[src/rtl/demux_1to8_32b_buf_pkg.sv]
// demux_1to8_32b_buf_pkg: shared channel constants and out_data slice helper
package demux_1to8_32b_buf_pkg;
   localparam int NCH  = 8;
   localparam int SELW = 3;
   function automatic int slice_lo(input int ch, input int width);
      return ch * width;
   endfunction
endpackage

[src/rtl/demux_1to8_32b_buf_chan_fifo.sv]
// chan_fifo: flop-based per-channel FIFO with asynchronous head read
module chan_fifo #(
   parameter int WIDTH = 32,
   parameter int DEPTH = 2
) (
   input  logic             clock,
   input  logic             resetn,
   input  logic             push,
   input  logic [WIDTH-1:0] push_data,
   input  logic             pop,
   output logic [WIDTH-1:0] head,
   output logic             valid,
   output logic             full
);
   localparam int AW = $clog2(DEPTH);
   logic [WIDTH-1:0] mem_q [DEPTH];
   logic [WIDTH-1:0] mem_d [DEPTH];
   logic [AW-1:0]    wr_q, wr_d, rd_q, rd_d;
   logic [AW:0]      cnt_q, cnt_d;
   logic             do_push, do_pop;
   assign valid   = cnt_q != '0;
   assign full    = cnt_q == (AW+1)'(DEPTH);
   assign head    = mem_q[rd_q];
   assign do_push = push & ~full;
   assign do_pop  = pop & valid;
   // next state: pointers wrap naturally since DEPTH is a power of two
   always_comb begin
      mem_d = mem_q;
      if (do_push) mem_d[wr_q] = push_data;
      wr_d  = do_push ? wr_q + AW'(1) : wr_q;
      rd_d  = do_pop ? rd_q + AW'(1) : rd_q;
      cnt_d = cnt_q + (AW+1)'(do_push) - (AW+1)'(do_pop);
   end
   // state registers; reset discards all buffered words
   always_ff @(posedge clock or negedge resetn) begin
      if (!resetn) begin
         for (int i = 0; i < DEPTH; i++) mem_q[i] <= '0;
         wr_q  <= '0;
         rd_q  <= '0;
         cnt_q <= '0;
      end else begin
         mem_q <= mem_d;
         wr_q  <= wr_d;
         rd_q  <= rd_d;
         cnt_q <= cnt_d;
      end
   end
endmodule

[src/rtl/demux_1to8_32b_buf.sv]
// demux_1to8_32b_buf: buffered 1-to-8 demux of WIDTH-bit words with per-channel FIFOs
module demux_1to8_32b_buf
   import demux_1to8_32b_buf_pkg::*;
#(
   parameter int WIDTH = 32,
   parameter int DEPTH = 2
) (
   input  logic               clock,
   input  logic               resetn,
   input  logic [WIDTH-1:0]   in_data,
   input  logic [SELW-1:0]    in_sel,
   input  logic               in_valid,
   output logic               in_ready,
   output logic [NCH*WIDTH-1:0] out_data,
   output logic [NCH-1:0]     out_valid,
   input  logic [NCH-1:0]     out_ready,
   output logic [15:0]        acc_count,
   output logic               busy
);
   logic [NCH-1:0] full;
   logic           accept;
   logic [15:0]    acc_count_q, acc_count_d;
   assign in_ready  = ~full[in_sel];
   assign accept    = in_valid & in_ready;
   assign acc_count = acc_count_q;
   assign busy      = |out_valid;
   for (genvar c = 0; c < NCH; c++) begin : g_ch
      chan_fifo #(.WIDTH(WIDTH), .DEPTH(DEPTH)) u_fifo (
         .clock     (clock),
         .resetn    (resetn),
         .push      (accept & (in_sel == SELW'(c))),
         .push_data (in_data),
         .pop       (out_ready[c]),
         .head      (out_data[slice_lo(c, WIDTH) +: WIDTH]),
         .valid     (out_valid[c]),
         .full      (full[c])
      );
   end
   // accepted-word counter, wraps modulo 2^16
   always_comb begin
      acc_count_d = accept ? acc_count_q + 16'd1 : acc_count_q;
   end
   // counter register
   always_ff @(posedge clock or negedge resetn) begin
      if (!resetn) acc_count_q <= '0;
      else         acc_count_q <= acc_count_d;
   end
endmodule

[config.mk]
export PLATFORM = sky130hd
export DESIGN_NAME = demux_1to8_32b_buf
export DESIGN_NICKNAME = d
export VERILOG_FILES = /design/src/rtl/demux_1to8_32b_buf_pkg.sv /design/src/rtl/demux_1to8_32b_buf_chan_fifo.sv /design/src/rtl/demux_1to8_32b_buf.sv
export SDC_FILE = /design/constraint.sdc
export NUM_CORES = 1
export LEC_CHECK = 0
export CORE_MARGIN = 2
export CORE_UTILIZATION = 57
export CTS_BUF_LIST = sky130_fd_sc_hd__clkbuf_4 sky130_fd_sc_hd__clkbuf_8
export CTS_CLUSTER_SIZE = 14
export DETAILED_ROUTE_END_ITERATION = 7
export MAX_ROUTING_LAYER = met4
export PLACE_DENSITY = 0.91
export SLEW_MARGIN = 20
export SYNTH_ARGS = -nofsm -noshare
export SYNTH_HDL_FRONTEND = slang
export SYNTH_SLANG_ARGS = --single-unit
export TNS_END_PERCENT = 100
[constraint.sdc]
create_clock -name clock -period 2.8 [get_ports clock]
set_input_delay 0.42 -clock clock [delete_from_list [all_inputs] [get_ports clock]]
set_output_delay 0.42 -clock clock [all_outputs]
set_load 0.05 [all_outputs]
Word-level counts from Yosys, hierarchy flattened
Index checks and enable logic that the tools add are counted.
{"block": "word_totals", "n_memories": 0, "rom_bits": 0, "ramBits": 0, "input_bits": 46, "latchBits": 0, "word_cells": 232, "regBits": 560, "out_inout_bits": 282}
{"block": "classes", "n_mux": 50, "n_eq_ne": 15, "reduce_logical": 18, "n_lt_le_gt_ge": 25, "n_shift": 0, "mul": 0, "n_addsub": 33, "bitwise_logic": 50, "div_mod_pow": 0}
{"operator": "32-bit 2-to-1 mux", "n": 32}
{"operator": "64-bit bitwise mux", "n": 8}
{"operator": "32-bit demux with 1-bit select", "n": 8}
{"operator": "2-bit >= comparator, second input constant", "n": 16}
{"operator": "1-bit inverter with 2-bit output", "n": 16}
{"operator": "1-bit AND", "n": 25}
{"operator": "1-bit adder, second input constant", "n": 16}
{"operator": "16-bit by 1-bit adder with 16-bit output, second input constant", "n": 1}
{"operator": "2-bit by 1-bit adder with 2-bit output", "n": 8}
{"operator": "2-bit == test, second input constant", "n": 8}
{"operator": "2-bit by 1-bit < comparator with 1-bit output, second input constant", "n": 8}
{"operator": "2-bit nonzero test", "n": 8}
{"operator": "2-bit by 1-bit subtractor with 2-bit output", "n": 8}
{"operator": "3-bit == test, second input constant", "n": 4}
{"operator": "1-bit inverter", "n": 9}
{"operator": "1-bit logical AND", "n": 8}
{"operator": "8-bit OR reduction", "n": 1}
{"operator": "3-bit by 2-bit == test with 1-bit output, second input constant", "n": 2}
{"operator": "3-bit by 4-bit < comparator with 1-bit output, second input constant", "n": 1}
{"operator": "1-bit binary-select mux with 3-bit select", "n": 1}
{"operator": "3-bit by 1-bit == test with 1-bit output, second input constant", "n": 1}
{"operator": "3-bit logical NOT", "n": 1}
{"operator": "1-bit 2-to-1 mux", "n": 1}

Logic depth before layout (Yosys ltp)
{"block": "logic_depth", "word_depth": 9, "ltp_mapped": 10, "depth_no_buf": 7}

By module
Synthesis repeated with hierarchy kept, for this count alone.
{"block": "unflattened", "hier_cells": 1607, "area_unflattened_um2": 26117.5}
{"mod": "chan_fifo", "cells_per_inst": 189, "area_each_um2": 3136.8, "n_inst": 8, "seq_area_each_um2": 1701.6}
{"mod": "demux_1to8_32b_buf", "cells_per_inst": 95, "area_each_um2": 1023.5, "n_inst": 1, "seq_area_each_um2": 400.4}

Worst setup path after synthesis
OpenSTA, ideal clock, no wires.
{"block": "synth_timing", "path_type": "input-to-reg", "from": "input port in_sel[0]", "to": "register g_ch[4].u_fifo.mem_q[34] in the netlist's numbering", "path_slack_ps": 236, "required_time_ps": 2675, "path_stages": 9, "n_path_buf": 4, "setup_time_ps": 125, "arrival_time_ps": 2439, "cell_sequence": "buf_2 nor2b_1 a32o_1 or3_4 buf_6 or3_1 buf_6 buf_6 mux2_4"}
{"block": "synth_via", "elab_chain_len": 6, "word_cells_on_any_way": 7, "classes_between": "1 x eq/ne; 2 x mux; 4 x bitwise"}
{"item": "from (decl)", "line": "demux_1to8_32b_buf.sv:11", "source": "input logic [SELW-1:0] in_sel,"}
{"item": "1-bit binary-select mux with 3-bit select", "line": "demux_1to8_32b_buf.sv:23", "source": "assign in_ready = ~full[in_sel];"}
{"item": "1-bit 2-to-1 mux (not written as such)", "line": "demux_1to8_32b_buf.sv:23"}
{"item": "1-bit inverter", "line": "demux_1to8_32b_buf.sv:23"}
{"item": "1-bit AND", "line": "demux_1to8_32b_buf.sv:24", "source": "assign accept = in_valid & in_ready;"}
{"item": "1-bit AND *", "line": "demux_1to8_32b_buf.sv:31", "source": ".push (accept & (in_sel == SELW'(c))),"}
{"item": "1-bit AND *", "line": "demux_1to8_32b_buf_chan_fifo.sv:24", "source": "assign do_push = push & ~full;"}
{"item": "to (signal assigned)", "line": "demux_1to8_32b_buf_chan_fifo.sv:42", "source": "mem_q <= mem_d;"}
{"item": "to (decl)", "line": "demux_1to8_32b_buf_chan_fifo.sv:16", "source": "logic [WIDTH-1:0] mem_q [DEPTH];"}
Mark *: on every way between the ends. The rest lies on a longest branch, timed or not. The select of a mux whose other input is x is not followed.
A chain may end at the register's enable or synchronous reset.

Worst setup path in the final report
{"block": "layout_timing", "from": "register g_ch[2].u_fifo.cnt_q[1]", "to": "output port busy"}
{"block": "layout_via", "elab_chain_len": 2}
{"item": "from (decl)", "line": "demux_1to8_32b_buf_chan_fifo.sv:19", "source": "logic [AW:0] cnt_q, cnt_d;"}
{"item": "from (signal assigned)", "line": "demux_1to8_32b_buf_chan_fifo.sv:45", "source": "cnt_q <= cnt_d;"}
{"item": "2-bit nonzero test", "line": "demux_1to8_32b_buf_chan_fifo.sv:21", "source": "assign valid = cnt_q != '0;"}
{"item": "8-bit OR reduction", "line": "demux_1to8_32b_buf.sv:26", "source": "assign busy = |out_valid;"}
{"item": "to (decl)", "line": "demux_1to8_32b_buf.sv:18", "source": "output logic busy"}
Every way passes these cells.

==> Flow_metrics.wiki <==
{| class="wikitable"
! Metric !! Value
|-
| Crit-path max FO || 3
|-
| Slack of the worst reg-to-reg path || slightly above 0.3 ns
|-
| Core area || 42900 sq um
|-
| CP Capture Point || busy
|-
| Post-synth EDFFs || 0
|-
| Violation count after the first detailed-route iteration || about 760
|-
| Syn Nets || ~1.7k
|-
| Most instantiated flip-flop cell in the synthesis netlist || sky130_fd_sc_hd__dfrtp_1
|-
| Unrepaired setup endpoints after global routing || true
|-
| Critical path capture point type || primary output
|-
| Clock buffers created by TritonCTS || 88
|-
| Final non-filler cell area || 30700 sq um
|-
| Clock Latency Late Sink || about 0.67 ns
|-
| Critical path data required time || 2.38 ns
|-
| Worst slew margin relative to its limit || a little over two fifths
|-
| Run status || finished with violations
|-
| Antenna violations before repair || 0
|-
| Category of the worst setup path launch point || flip-flop
|-
| Wire length per cell after detailed routing || between 20 and 25 um
|-
| Footprint of the multi-input gates || 10100 sq um
|-
| Worst Hold Slack || about 0.33 ns
|-
| Biggest area consumer among synthesized cells || sky130_fd_sc_hd__dfrtp_1
|-
| Via count of the first global-routing pass || around 17k
|-
| Syn. warnings || 0
|-
| Number of inserted filler cells in the final layout || between 2k and 3k
|-
| Arrival time worst endpoint || 2.42 ns
|-
| Register area || approximately 14000 sq um
|-
| Crit path kind || flip-flop to primary output
|-
| GR Overflow Total || 0
|-
| Number of cells on the worst reg-to-reg path || 8
|-
| Post-Syn Instances || approximately 1.7k
|-
| Post-DP HPWL || between 40000 and 50000 um
|-
| Count of boundary I/O pins || 328
|-
| Number of failing setup endpoints in the final timing report || 1
|-
| Final layout net count || approximately 2.1k
|-
| Initial core utilization || a little under three fifths
|-
| DR DRC count || 0
|-
| Final ANT Viol Nets || 0
|-
| Endpoint of the worst register-to-register path || acc_count[15]
|-
| # H-tree levels || 3
|-
| Port Buffers || around 330
|-
| Cell Area, Synth || about 25000 sq um
|-
| Number of vias after detailed routing || around 15k
|-
| Fin crit period || ~2.8 ns
|-
| Fmax || 352 MHz
|-
| Ratio of final minimum period to clock period || 101%
|-
| Most frequently used cell type in the post-synthesis netlist || sky130_fd_sc_hd__mux2_2
|-
| Flops & latches, synth || 560
|-
| Max-cap violations || 0
|-
| Min setup slack post-route || -0.0373 ns
|-
| Worst flop-to-flop path startpoint || g_ch[4].u_fifo.cnt_q[1]
|-
| Sequential cell area fraction in the yosys report || between 50% and 60%
|-
| Combined global-route utilization of all metal layers || a little under a third
|-
| Critical Path Source || g_ch[2].u_fifo.cnt_q[1]
|-
| Y dimension of the die || ~210 um
|-
| Final weighted congestion of routability-driven global placement || 0.861
|-
| Root Buffer Master || sky130_fd_sc_hd__clkbuf_8
|-
| Maximum clock skew at final layout || approximately 0.038 ns
|-
| Number of different library cells in the post-synthesis netlist || 38
|-
| Maximum root-to-sink buffer count || 3
|-
| Max-slew violations || 0
|-
| Violated checks || negative setup slack
|-
| Clock-pin slew of the registers on the worst-case setup and hold paths || approximately 0.06 ns
|-
| Standard-cell row count || 76
|-
| First-pass GRT wire length || 98300 um
|-
| TritonCTS clock tree || done
|-
| Relative area change from synthesis to final layout || 24.5%
|-
| HP Class || input pin to async pin
|-
| Top cells by area, synth || sky130_fd_sc_hd__dfrtp_1 57%, sky130_fd_sc_hd__mux2_2 34%, sky130_fd_sc_hd__mux2_4 1.8%
|-
| Maximum number of pins on one net before global-route repair || slightly below 80
|-
| Proportion of register bits with asynchronous set or reset after synthesis || 100%
|-
| Via/cell ratio || about 5.6
|-
| Antenna cell count || 0
|-
| Count of clock tree sinks || 560
|-
| Synth cell count leaders || 736 x sky130_fd_sc_hd__mux2_2, 560 x sky130_fd_sc_hd__dfrtp_1, 80 x sky130_fd_sc_hd__clkbuf_1
|-
| Yosys top cell area share || a little under three fifths
|-
| Placed inst area || roughly 29000 sq um
|-
| Router iterations before antenna repair || 4
|-
| Width of the die || about 210 um
|-
| Proportion of layout cells with a drive suffix above 1 || around half
|-
| Slew @ Worst Pin || ~0.84 ns
|-
| Number of failing hold endpoints at the final stage || 0
|-
| Synthesized area divided by synthesized cell count || about 15 sq um
|-
| DRT Wirelength || 64100 um
|-
| Die area || ~45000 sq um
|}
## cell families (layout without fill, tap and decap cells)
family                     Yosys count  in the layout  share of synthesized area (%)
muxes                              769            769                           35.5
adders and majority gates           17             17                          0.861
and+or+nand+nor                     93             93                           2.01
buffers and inverters              155            589                           2.75
AOI/OAI and AO/OA                   23             23                          0.623
xor gates and xnor gates            43             43                           1.52
DFF                                560            560                           56.7
## critical path, stage by stage (launching register included)
cell and delay, ns:
sky130_fd_sc_hd__dfrtp_1 0.41, sky130_fd_sc_hd__or2_4 0.24, sky130_fd_sc_hd__or4_1 0.52, sky130_fd_sc_hd__or4_4 0.44
sky130_fd_sc_hd__buf_8 0.17
## registers in the layout, indices dropped and copies added (netlist names)
| register | flops |
|---|---|
| g_ch.u_fifo.wr_q | 8 |
| acc_count | 16 |
| g_ch.u_fifo.cnt_q | 16 |
| g_ch.u_fifo.mem_q | 512 |
| g_ch.u_fifo.rd_q | 8 |
## worst min path at each step
stage                      start                        to
after floorplan           resetn              acc_count[0]
after global placement    resetn   g_ch[6].u_fifo.mem_q[4]
after detailed placement  resetn   g_ch[6].u_fifo.mem_q[4]
after CTS                 resetn  g_ch[6].u_fifo.mem_q[36]
after global routing      resetn   g_ch[6].u_fifo.mem_q[4]
final                     resetn  g_ch[6].u_fifo.mem_q[36]
## placed cells by master (no fill, tap or decap), drive strengths merged, types with 10 or more instances in the layout
cell	synthesis	layout
clkbuf	80	149
xor2	21	21
nand3	10	10
dlygate4sd2	0	240
dfrtp	560	560
nand2	25	25
mux2	769	769
xnor2	22	22
or2	10	10
buf	51	82
inv	24	27
nor2	14	14
ha	17	17
clkdlybuf4s50	0	75
## cell type report
| cell class | instances | share of cell area (%) |
|---|---|---|
| tap | 585 | 2.38 |
| timing repair buffer | 404 | 12.8 |
| clock inverter | 12 | 0.265 |
| clock buffer | 149 | 5.76 |
| multi-input combinational | 945 | 32.8 |
| inverter | 24 | 0.293 |
| sequential | 560 | 45.6 |
## per-stage QoR
stage | setup TNS (ns) | std cells | util, % | worst slack, ns
2_1_floorplan | 0 | 1660 | - | 0.236
3_3_place_gp | -19.93 | 2507 | 67.7 | -0.126
3_5_place_dp | -22.92 | 2507 | 67.7 | -0.163
4_1_cts | -0.241 | 2669 | 71.4 | -0.241
5_1_grt | -0.116 | 2679 | 71.7 | -0.0942
6_report | -0.0373 | 2679 | 71.7 | -0.0373
## repair_timing
item | 4_1_cts | 5_1_grt
hold buffers | 1 | 0
buffers inserted | 0 | 9
setup endpoints to repair | 241 | 8
hold endpoints to repair | 64 | 0
pin swaps | 0 | 5
resized for setup | 244 | 11
## routing by layer
layer	wire length, um	up-vias	track usage [%]
met4	2450	0	12.5
li1	-	6596	-
met1	25300	7915	35.6
met2	31700	452	48.8
met3	4660	142	8.09
met5	0	-	-
Power is not shown: default switching activity piles up to over one toggle a cycle in this logic, so the estimate is an artifact.
